`config.mk`:
```
export PLATFORM = sky130hd
export DESIGN_NAME = instruction_fetcher_flat
export DESIGN_NICKNAME = d
export VERILOG_FILES = /design/src/rtl/instruction_fetcher_if.sv /design/src/rtl/instruction_fetcher.sv /design/src/flat_wrapper.sv
export SDC_FILE = /design/constraint.sdc
export NUM_CORES = 2
export LEC_CHECK = 0
export CAP_MARGIN = 20
export CELL_PAD_IN_SITES_DETAIL_PLACEMENT = 0
export CELL_PAD_IN_SITES_GLOBAL_PLACEMENT = 1
export CORE_UTILIZATION = 23
export CTS_BUF_LIST = sky130_fd_sc_hd__clkbuf_2
export DETAILED_ROUTE_END_ITERATION = 8
export GPL_TIMING_DRIVEN = 0
export HOLD_SLACK_MARGIN = 0.02
export MAX_ROUTING_LAYER = met4
export PLACE_DENSITY = 0.53
export SETUP_SLACK_MARGIN = 0.2
export SLEW_MARGIN = 25
export SYNTH_ARGS = -nofsm -noshare
export SYNTH_HDL_FRONTEND = slang
export SYNTH_SLANG_ARGS = --single-unit
```
`constraint.sdc`:
```
create_clock -name clk_in -period 8.45 [get_ports clk_in]
set_clock_uncertainty 0.2 [all_clocks]
set_input_delay 1.2675 -clock clk_in [delete_from_list [all_inputs] [get_ports clk_in]]
set_output_delay 1.2675 -clock clk_in [all_outputs]
set_load 0.005 [all_outputs]
```
`src/rtl/instruction_fetcher_if.sv`:
```
// Fetch-side bus bundle: memory-controller fetch handshake plus the
// instruction-queue head presented to the decoder.
interface instruction_fetcher_if;
  logic        fetch_start;
  logic [31:0] pc;
  logic        finish_fetch;
  logic [31:0] instruction_out;
  logic        iq_valid;
  logic [31:0] iq_inst;
  logic [31:0] iq_pc;
  logic [31:0] iq_pred_pc;
  logic        iq_ready;

  // Fetcher side.
  modport master (
    output fetch_start, pc, iq_valid, iq_inst, iq_pc, iq_pred_pc,
    input  finish_fetch, instruction_out, iq_ready
  );

  // Memory controller / decoder side.
  modport slave (
    input  fetch_start, pc, iq_valid, iq_inst, iq_pc, iq_pred_pc,
    output finish_fetch, instruction_out, iq_ready
  );
endinterface

```
`src/rtl/instruction_fetcher.sv`:
```
// Instruction fetcher: issues one fetch at a time, predicts JAL targets
// statically, and buffers fetched words in a circular queue for the decoder.
module instruction_fetcher #(
  parameter int unsigned IQ_ADDR_BITS = 4,
  parameter logic [31:0] RESET_PC     = 32'h0
) (
  input  logic                  clk_in,
  input  logic                  rst_in,
  input  logic                  rdy_in,
  input  logic                  flush,
  input  logic [31:0]           flush_pc,
  instruction_fetcher_if.master bus
);

  localparam int unsigned Depth = 1 << IQ_ADDR_BITS;
  localparam logic [IQ_ADDR_BITS:0] DepthC = (IQ_ADDR_BITS + 1)'(Depth);

  typedef enum logic [1:0] {StIdle, StWait, StDiscard} state_e;

  typedef struct packed {
    logic [31:0] inst;
    logic [31:0] pc;
    logic [31:0] pred;
  } iq_entry_t;

  state_e                  state_q, state_d;
  logic                    fetch_start_q, fetch_start_d;
  logic [31:0]             pc_q, pc_d;
  logic [31:0]             next_pc_q, next_pc_d;
  logic [IQ_ADDR_BITS-1:0] head_q, head_d, tail_q, tail_d;
  logic [IQ_ADDR_BITS:0]   count_q, count_d;
  iq_entry_t               mem_q [Depth];

  logic        push, pop;
  logic [31:0] jal_imm, pred;

  // Static prediction: JAL taken, everything else falls through.
  assign jal_imm = {{11{bus.instruction_out[31]}}, bus.instruction_out[31],
                    bus.instruction_out[19:12], bus.instruction_out[20],
                    bus.instruction_out[30:21], 1'b0};
  assign pred = (bus.instruction_out[6:0] == 7'b1101111) ? pc_q + jal_imm : pc_q + 32'd4;

  assign bus.fetch_start = fetch_start_q;
  assign bus.pc          = pc_q;
  assign bus.iq_valid    = (count_q != '0);
  assign bus.iq_inst     = mem_q[head_q].inst;
  assign bus.iq_pc       = mem_q[head_q].pc;
  assign bus.iq_pred_pc  = mem_q[head_q].pred;

  // Fetch FSM next state; flush overrides the redirect target last.
  always_comb begin
    state_d       = state_q;
    fetch_start_d = fetch_start_q;
    pc_d          = pc_q;
    next_pc_d     = next_pc_q;
    push          = 1'b0;
    if (rdy_in) begin
      unique case (state_q)
        StIdle: begin
          // One outstanding fetch, so a single free slot is enough.
          if (!flush && (count_q < DepthC)) begin
            state_d       = StWait;
            pc_d          = next_pc_q;
            fetch_start_d = 1'b1;
          end
        end
        StWait: begin
          if (bus.finish_fetch) begin
            fetch_start_d = 1'b0;
            state_d       = StIdle;
            if (!flush) begin
              push      = 1'b1;
              next_pc_d = pred;
            end
          end else if (flush) begin
            state_d = StDiscard;
          end
        end
        StDiscard: begin
          // The controller access cannot be aborted; swallow its result.
          if (bus.finish_fetch) begin
            fetch_start_d = 1'b0;
            state_d       = StIdle;
          end
        end
        default: state_d = StIdle;
      endcase
      if (flush) begin
        next_pc_d = flush_pc;
      end
    end
  end

  assign pop = rdy_in && !flush && bus.iq_valid && bus.iq_ready;

  // Queue pointer and occupancy update; flush clears everything.
  always_comb begin
    head_d  = head_q;
    tail_d  = tail_q;
    count_d = count_q;
    if (rdy_in && flush) begin
      head_d  = '0;
      tail_d  = '0;
      count_d = '0;
    end else begin
      if (push) begin
        tail_d = tail_q + 1'b1;
      end
      if (pop) begin
        head_d = head_q + 1'b1;
      end
      if (push && !pop) begin
        count_d = count_q + 1'b1;
      end else if (pop && !push) begin
        count_d = count_q - 1'b1;
      end
    end
  end

  // State, PC and queue-pointer registers.
  always_ff @(posedge clk_in or negedge rst_in) begin
    if (!rst_in) begin
      state_q       <= StIdle;
      fetch_start_q <= 1'b0;
      pc_q          <= RESET_PC;
      next_pc_q     <= RESET_PC;
      head_q        <= '0;
      tail_q        <= '0;
      count_q       <= '0;
    end else if (rdy_in) begin
      state_q       <= state_d;
      fetch_start_q <= fetch_start_d;
      pc_q          <= pc_d;
      next_pc_q     <= next_pc_d;
      head_q        <= head_d;
      tail_q        <= tail_d;
      count_q       <= count_d;
    end
  end

  // Queue storage; cleared on reset so the empty head reads as zero.
  always_ff @(posedge clk_in or negedge rst_in) begin
    if (!rst_in) begin
      for (int i = 0; i < Depth; i++) begin
        mem_q[i] <= '0;
      end
    end else if (push) begin
      mem_q[tail_q] <= '{inst: bus.instruction_out, pc: pc_q, pred: pred};
    end
  end

endmodule
```
`src/flat_wrapper.sv`:
```
// flat-port wrapper written by rule: the top's interface ports become plain ports
module instruction_fetcher_flat 
#(
  parameter int unsigned IQ_ADDR_BITS = 4,
  parameter logic [31:0] RESET_PC     = 32'h0
)
  (clk_in, rst_in, rdy_in, flush, flush_pc, bus_fetch_start, bus_pc, bus_iq_valid, bus_iq_inst, bus_iq_pc, bus_iq_pred_pc, bus_finish_fetch, bus_instruction_out, bus_iq_ready);
  instruction_fetcher_if bus_i ();
  input  logic clk_in;
  input  logic rst_in;
  input  logic rdy_in;
  input  logic flush;
  input  logic [31:0] flush_pc;
  output wire logic [$bits(bus_i.fetch_start)-1:0] bus_fetch_start;
  output wire logic [$bits(bus_i.pc)-1:0] bus_pc;
  output wire logic [$bits(bus_i.iq_valid)-1:0] bus_iq_valid;
  output wire logic [$bits(bus_i.iq_inst)-1:0] bus_iq_inst;
  output wire logic [$bits(bus_i.iq_pc)-1:0] bus_iq_pc;
  output wire logic [$bits(bus_i.iq_pred_pc)-1:0] bus_iq_pred_pc;
  input wire logic [$bits(bus_i.finish_fetch)-1:0] bus_finish_fetch;
  input wire logic [$bits(bus_i.instruction_out)-1:0] bus_instruction_out;
  input wire logic [$bits(bus_i.iq_ready)-1:0] bus_iq_ready;
  assign bus_fetch_start = bus_i.fetch_start;
  assign bus_pc = bus_i.pc;
  assign bus_iq_valid = bus_i.iq_valid;
  assign bus_iq_inst = bus_i.iq_inst;
  assign bus_iq_pc = bus_i.iq_pc;
  assign bus_iq_pred_pc = bus_i.iq_pred_pc;
  assign bus_i.finish_fetch = bus_finish_fetch;
  assign bus_i.instruction_out = bus_instruction_out;
  assign bus_i.iq_ready = bus_iq_ready;
  instruction_fetcher #(.IQ_ADDR_BITS(IQ_ADDR_BITS), .RESET_PC(RESET_PC)) u_core (.clk_in(clk_in), .rst_in(rst_in), .rdy_in(rdy_in), .flush(flush), .flush_pc(flush_pc), .bus(bus_i));
endmodule
```
After elaboration in Yosys (flattened, before gate mapping)
Cells that the tools add are included.

Reductions and logical operators: 27. Bitwise logic cells: 2. Equal/unequal tests: 7. Mux-type cells: 29. Order comparisons: 4. $add $sub $neg: 6.

Operators with widths (count): $bwmux 1536 (1); $bmux 96 s4 (1); $demux 96 s4 (1); $mux 96 (3); $mux 32 (4); $add 32x3->32 const B (1); $add 32x32->32 (1); $mux 4 (4); $mux 5 (3); $ge 5x5->1 const B (2); $not 4->5 (2); $reduce_bool 2->1 (5); $add 4x1->4 const B (2); $logic_and 1x1->1 (8); $mux 2 (4); $reduce_and 4->1 (2); $eq 7x7->1 const B (1); $mux 1 (6); $pmux 2 s3 (1); $reduce_and 2->1 (3); $reduce_and 3->1 (2); $add 5x1->5 const B (1); $lt 5x1->1 const B (1); $lt 5x5->1 const B (1); 12 further kinds (15).

Output and inout port bits: 130. Input bits: 70. Logic and storage cells: 130. Register bits after elaboration: 1616.

Depth between registers and ports, before layout
Depth in word-level cells: 9. Depth in mapped cells: 15. Mapped depth without buffers: 13.

Worst setup path before layout
No wires, ideal clock.

Path kind: input-to-reg. From: in flush. To: reg u_core.count_q[4]. Library setup time: 0.138 ns. Path buffers: 3. Cell stages on the path: 15. Setup slack: 4.128 ns. Required time: 8.112 ns. Data arrival time: 3.984 ns. Cells stage by stage: clkbuf_1 > inv_1 > nand4_1 > inv_2 > buf_1 > buf_1 > ha_1 > inv_1 > fa_1 > a21o_1 > a21oi_1 > xnor2_1 > nor2_1 > mux2i_1 > o22ai_1.

Cells in the longest elaborated chain, start to end: 8. Elaborated cells on any way between the ends: 17. Those cells by class: 6 x mux; 11 x reduce/logical.

RTL lines: from (decl) (RTL line flat_wrapper.sv:12) `input logic flush;`; $mux 1 or $logic_not 1->1 (tied branches) (RTL line instruction_fetcher.sv:71, instruction_fetcher.sv:94); $mux 1 or $logic_and 1x1->1 (tied branches) (RTL line instruction_fetcher.sv:68, instruction_fetcher.sv:94); $mux 1 or $logic_and 1x1->1 (tied branches) (RTL line instruction_fetcher.sv:58, instruction_fetcher.sv:94); $mux 1 or $logic_and 1x1->1 (tied branches) (RTL line instruction_fetcher.sv:57, instruction_fetcher.sv:94); $logic_not 1->1, on equally long branches (RTL line instruction_fetcher.sv:114, instruction_fetcher.sv:112); $logic_and 1x1->1, on equally long branches (RTL line instruction_fetcher.sv:114, instruction_fetcher.sv:112); $reduce_bool 3->1 (no line) or $mux 5 (tied branches); $reduce_and 2->1 (no line) or $mux 5 (tied branches); to (signal assigned) (RTL line instruction_fetcher.sv:137) `count_q <= count_d;`; to (decl) (RTL line instruction_fetcher.sv:31) `logic [IQ_ADDR_BITS:0] count_q, count_d;`.

Several ways; a longest one is shown, not always the timed one. A chain may end at the register's enable or synchronous reset.

Worst setup path in the final report
From: reg u_core.head_q[1]. To: out bus_iq_pred_pc[0].

Cells in the longest elaborated chain, start to end: 4.

RTL lines: from (decl) (RTL line instruction_fetcher.sv:30) `logic [IQ_ADDR_BITS-1:0] head_q, head_d, tail_q, tail_d;`; from (signal assigned) (RTL line instruction_fetcher.sv:127) `head_q <= '0;`; from (signal assigned) (RTL line instruction_fetcher.sv:135) `head_q <= head_d;`; $not 4->5 (implied by the code) (RTL line instruction_fetcher.sv:48) `assign bus.iq_pred_pc = mem_q[head_q].pred;`; $bmux 96 s4 (RTL line instruction_fetcher.sv:48); $mux 96 (2 in series); to (decl) (RTL line flat_wrapper.sv:19) `output wire logic [$bits(bus_i.iq_pred_pc)-1:0] bus_iq_pred_pc;`.

Every way passes these cells. The select of a mux whose other input is x is not followed.

==> run summary <==
### Timing
- 0 — max-slew violations
- 6782 ps — min Tclk post-route
- 1668 ps — setup slack of the critical path after layout
- 147.5 MHz — upper clock frequency limit
- false — unrepaired setup endpoints after global routing
- 0 — final number of setup-violating endpoints
- 0 ps — post-route setup TNS
- 80.25% — ratio of final minimum period to clock period
- 1234 ps — slew at the pin closest to its max-slew limit
- 0 — number of hold-slack violations in the final timing report
- 17.73% — Max transition margin

### Critical path
- 6980 ps — critical path required time
- u_core.state_q[1]$_DFFE_PN0P_ — reg-to-reg startpoint
- bus_iq_pred_pc[0] — capturing element of the worst setup path
- 15 — Reg2Reg Depth
- 8 — Worst path depth
- clkbuf_1 > clkbuf_2 > buf_16 > clkbuf_1 > mux4_2 > mux4_2 > buf_4 > clkdlybuf4s50_1 — CP Cell Sequence
- 740 ps — largest stage delay on the critical path
- u_core.head_q[1]$_DFFE_PN0P_ — startpoint of the most critical setup path
- 10 — Crit Path Max Fanout
- sky130_fd_sc_hd__clkbuf_1 — cell with the largest stage delay on the worst path
- 3380 ps — flop2flop setup slack
- output pin — Crit. End Element
- buffers and inverters — Crit path max-delay family
- u_core.count_q[4]$_DFFE_PN0P_ — capture point of the worst reg-to-reg path
- flop to output pin — Worst Path Class, Setup
- 5310 ps — data arrival at the endpoint of the critical path
- flop — sort of element at the start of the critical path
- 6 — sum of buffers and inverters on the critical path

### Clock network
- 0 — post-CTS setup buffer count
- 442 — Num CTS Buffers
- yes — clock tree from TritonCTS
- 5 — H-tree depth
- sky130_fd_sc_hd__clkbuf_2 — master cell of the clock root buffer
- 1910 ps — clk_lat worst skew
- 80 ps — CTS clock-pin slew for the worst setup and hold paths
- 0 — post_cts resized
- 1600 — CTS sink cnt
- 51 — post-cts hold buffer count
- 4 — clock tree buffer depth

### Drt
- 327700 um — WL final
- 4.737 — post-detailed-route via-to-cell ratio
- 0 — post-route DRC violation count
- 21770 um — total length of routed met3 wires
- 5619 — number of design-rule violations left by the first detailed-router iteration
- 152600 um — Met2 Wirelength
- 134500 um — sum of routed wire segments on met1
- 0 — count of nets left with antenna violations after detail routing
- 60380 — vias post-DR
- 25.71 um — detail-routed net length per standard cell
- met4 — Highest Signal Layer
- 5 — first-pass iteration count of the detailed router

### GRT
- 60760 — vias in the first global route
- 134 — pin count of the biggest net entering global routing
- 20.55% — Tot GR Track Use
- 0 — Congestion Overflow GR
- 461400 um — first-pass GRT wire length
- 36 — antenna violations before repair

### Power
- 35.0% — combinational fraction of design power
- 0.009093 W — power spent charging and discharging nets
- 261.3 mW/mm2 — total power density per cell area
- 39.84% — switch share
- 0.1149 mV — worst vdd ir
- 42.24 nW — leakage power
- 0.01373 W — Internal Pwr Total
- 39.6% — fraction of power consumed by sequential logic
- 25.4% — portion of total power attributed to the clock network

### Synthesis
- 54.08% — fraction of synthesized cell area taken by the top area cell type
- 10.05 um2 — Post-Syn Area per Cell
- 1600 — post-synthesis register bit count
- 7481 — post-synthesis net count
- sky130_fd_sc_hd__dfrtp_1 — largest area contributor in the netlist
- 100.0% — ys async rst share
- sky130_fd_sc_hd__dfrtp_1 (54%), sky130_fd_sc_hd__nand2_1 (18%), sky130_fd_sc_hd__mux4_2 (14%), sky130_fd_sc_hd__o21ai_0 (3.1%), sky130_fd_sc_hd__clkbuf_1 (2.5%) — leading cell types by total area after synthesis
- 0.07403 mm2 — cell area after synthesis
- sky130_fd_sc_hd__nand2_1 (3459), sky130_fd_sc_hd__dfrtp_1 (1600), sky130_fd_sc_hd__clkbuf_1 (488), sky130_fd_sc_hd__mux4_2 (475), sky130_fd_sc_hd__o21ai_0 (460) — cell types with the highest counts after synthesis
- sky130_fd_sc_hd__nand2_1 — most common cell in the synthesized netlist
- 54.08% — part of the Yosys area used for sequential elements
- 0 — total of warnings raised by yosys
- 0 — Post-synth EDFFs
- sky130_fd_sc_hd__dfrtp_1 — Main synth FF type
- 7365 — synthesized instance count
- 94 — count of cell types in the netlist

### Cells and area
- 0.08736 mm2 — final design instance area without fill
- 18.00% — Synth-to-Final Area Change
- 8216 — number of nets in the layout
- 18.64% — layout cells sized above 1
- 34140 — fill cell count

### Floorplan
- 0.3191 mm2 — area of the placeable core
- 200 — Top-Level Pins
- 569.3 um — vertical extent of the die
- 23.20% — Initial Utilization
- 569.3 um — die outline width
- 207 — standard-cell rows
- 0.3241 mm2 — area of the die

### Placement
- 0.08284 mm2 — area after detailed placement
- 237400 um — placed wire-length estimate
- 186 — Port Buffer Count
- 0.9194 — routability congestion estimate from global placement
- 1896 ps — worst setup slack after placement

### Job
- 0 — MaxCap Viol Count

### Status
- complete, no violations — status

### Worst hold path
- input port to flop — classification of the worst-slack hold path

cells by family (layout without fill, tap and decap cells):
logic type	Yosys count	count (layout)	synth area share (%)
other cells	0	24	0
buf+inv	658	1731	3.537
simple gates	3720	3720	19.43
compound gates	740	740	5.915
flops	1600	1600	54.08
xor+xnor	41	41	0.4952
mux	560	560	15.74
fa+ha+maj	46	46	0.7977
worst min path at each step:
stage | startpoint | slack [ps] | to | cells after the start
after detailed placement | u_core.mem_q[622]$_DFFE_PN0P_ | 260 | u_core.mem_q[622]$_DFFE_PN0P_ | 2
after global placement | u_core.mem_q[1105]$_DFFE_PN0P_ | 250 | u_core.mem_q[1105]$_DFFE_PN0P_ | 2
after CTS | flush_pc[31] | 30 | u_core.next_pc_q[31]$_DFFE_PN0P_ | 3
after global routing | flush_pc[30] | 60 | u_core.next_pc_q[30]$_DFFE_PN0P_ | 3
final | flush_pc[30] | 170 | u_core.next_pc_q[30]$_DFFE_PN0P_ | 3
after floorplan | u_core.mem_q[934]$_DFFE_PN0P_ | 240 | u_core.mem_q[934]$_DFFE_PN0P_ | 2
sequential cells by signal, summed over array words and instances (netlist names):
signal	flops
u_core.bus.fetch_start	1
u_core.state_q	2
u_core.count_q	5
u_core.tail_q	4
u_core.mem_q	1520
u_core.next_pc_q	32
u_core.bus.pc	32
u_core.head_q	4
worst reg2reg max path, delay by kind of cell, from the launching register on:
| family | cells | cell delay, ps |
|---|---|---|
| adders and majority gates | 3 | 990 |
| muxes | 1 | 200 |
| buffers and inverters | 5 | 1970 |
| xor gates and xnor gates | 1 | 80 |
| DFF | 1 | 420 |
| and+or+nand+nor | 2 | 600 |
| AOI/OAI and AO/OA | 3 | 490 |
cell usage in the layout, fill, tap and decap left out, types with 29 or more instances in the layout:
| cell type | instances |
|---|---|
| sky130_fd_sc_hd__nand2_1 | 3459 |
| sky130_fd_sc_hd__dfrtp_1 | 1600 |
| sky130_fd_sc_hd__clkbuf_2 | 770 |
| sky130_fd_sc_hd__mux4_2 | 475 |
| sky130_fd_sc_hd__o21ai_0 | 460 |
| sky130_fd_sc_hd__clkbuf_1 | 405 |
| sky130_fd_sc_hd__clkdlybuf4s50_1 | 185 |
| sky130_fd_sc_hd__nor2_1 | 100 |
| sky130_fd_sc_hd__buf_2 | 88 |
| sky130_fd_sc_hd__a21oi_1 | 82 |
| sky130_fd_sc_hd__mux2_2 | 80 |
| sky130_fd_sc_hd__clkinv_1 | 71 |
| sky130_fd_sc_hd__dlygate4sd3_1 | 50 |
| sky130_fd_sc_hd__buf_16 | 47 |
| sky130_fd_sc_hd__ha_1 | 44 |
| sky130_fd_sc_hd__buf_1 | 35 |
| sky130_fd_sc_hd__nand3_1 | 35 |
| sky130_fd_sc_hd__o21ai_1 | 34 |
| sky130_fd_sc_hd__xor2_1 | 29 |
per-layer routing:
layer | vias up | GRT usage [%]
met5 | - | -
met3 | 683 | 3.667
li1 | 26190 | -
met4 | 0 | 10.38
met2 | 2415 | 32.34
met1 | 31090 | 25.32
area by class of cell:
class	count	area [um2]	share of cell area, %
inverter	27	101.3	0.1160
timing repair buffer	291	3795	4.344
clock inverter	101	515.5	0.5901
antenna	24	60.06	0.06875
clock buffer	681	3408	3.901
multi-input combinational	5107	31420	35.97
buffer	631	2661	3.046
tap	4284	5360	6.136
sequential	1600	40040	45.83
metrics by stage:
step	util [%]	instances	total power, W	hold slack (ps)
after global routing	27.37	12740	0.02396	58.72
after CTS	27.36	12720	0.02306	31.48
after detailed placement	25.96	11890	0.01715	257.7
after floorplan	-	7365	0.01313	240.4
after global placement	25.46	11840	0.01698	252.7
final	27.38	12750	0.02282	165.2
power groups by stage:
| stage | Sequential, W | Combinational [W] | Clock, W |
|---|---|---|---|
| after floorplan | 0.00891 | 0.00423 | 0 |
| after global placement | 0.00927 | 0.00771 | 0 |
| after detailed placement | 0.00918 | 0.00797 | 0 |
| after CTS | 0.00904 | 0.00805 | 0.00598 |
| after global routing | 0.00912 | 0.00849 | 0.00635 |
| final | 0.00904 | 0.00798 | 0.00580 |
Power figures use the tool's default switching activity.
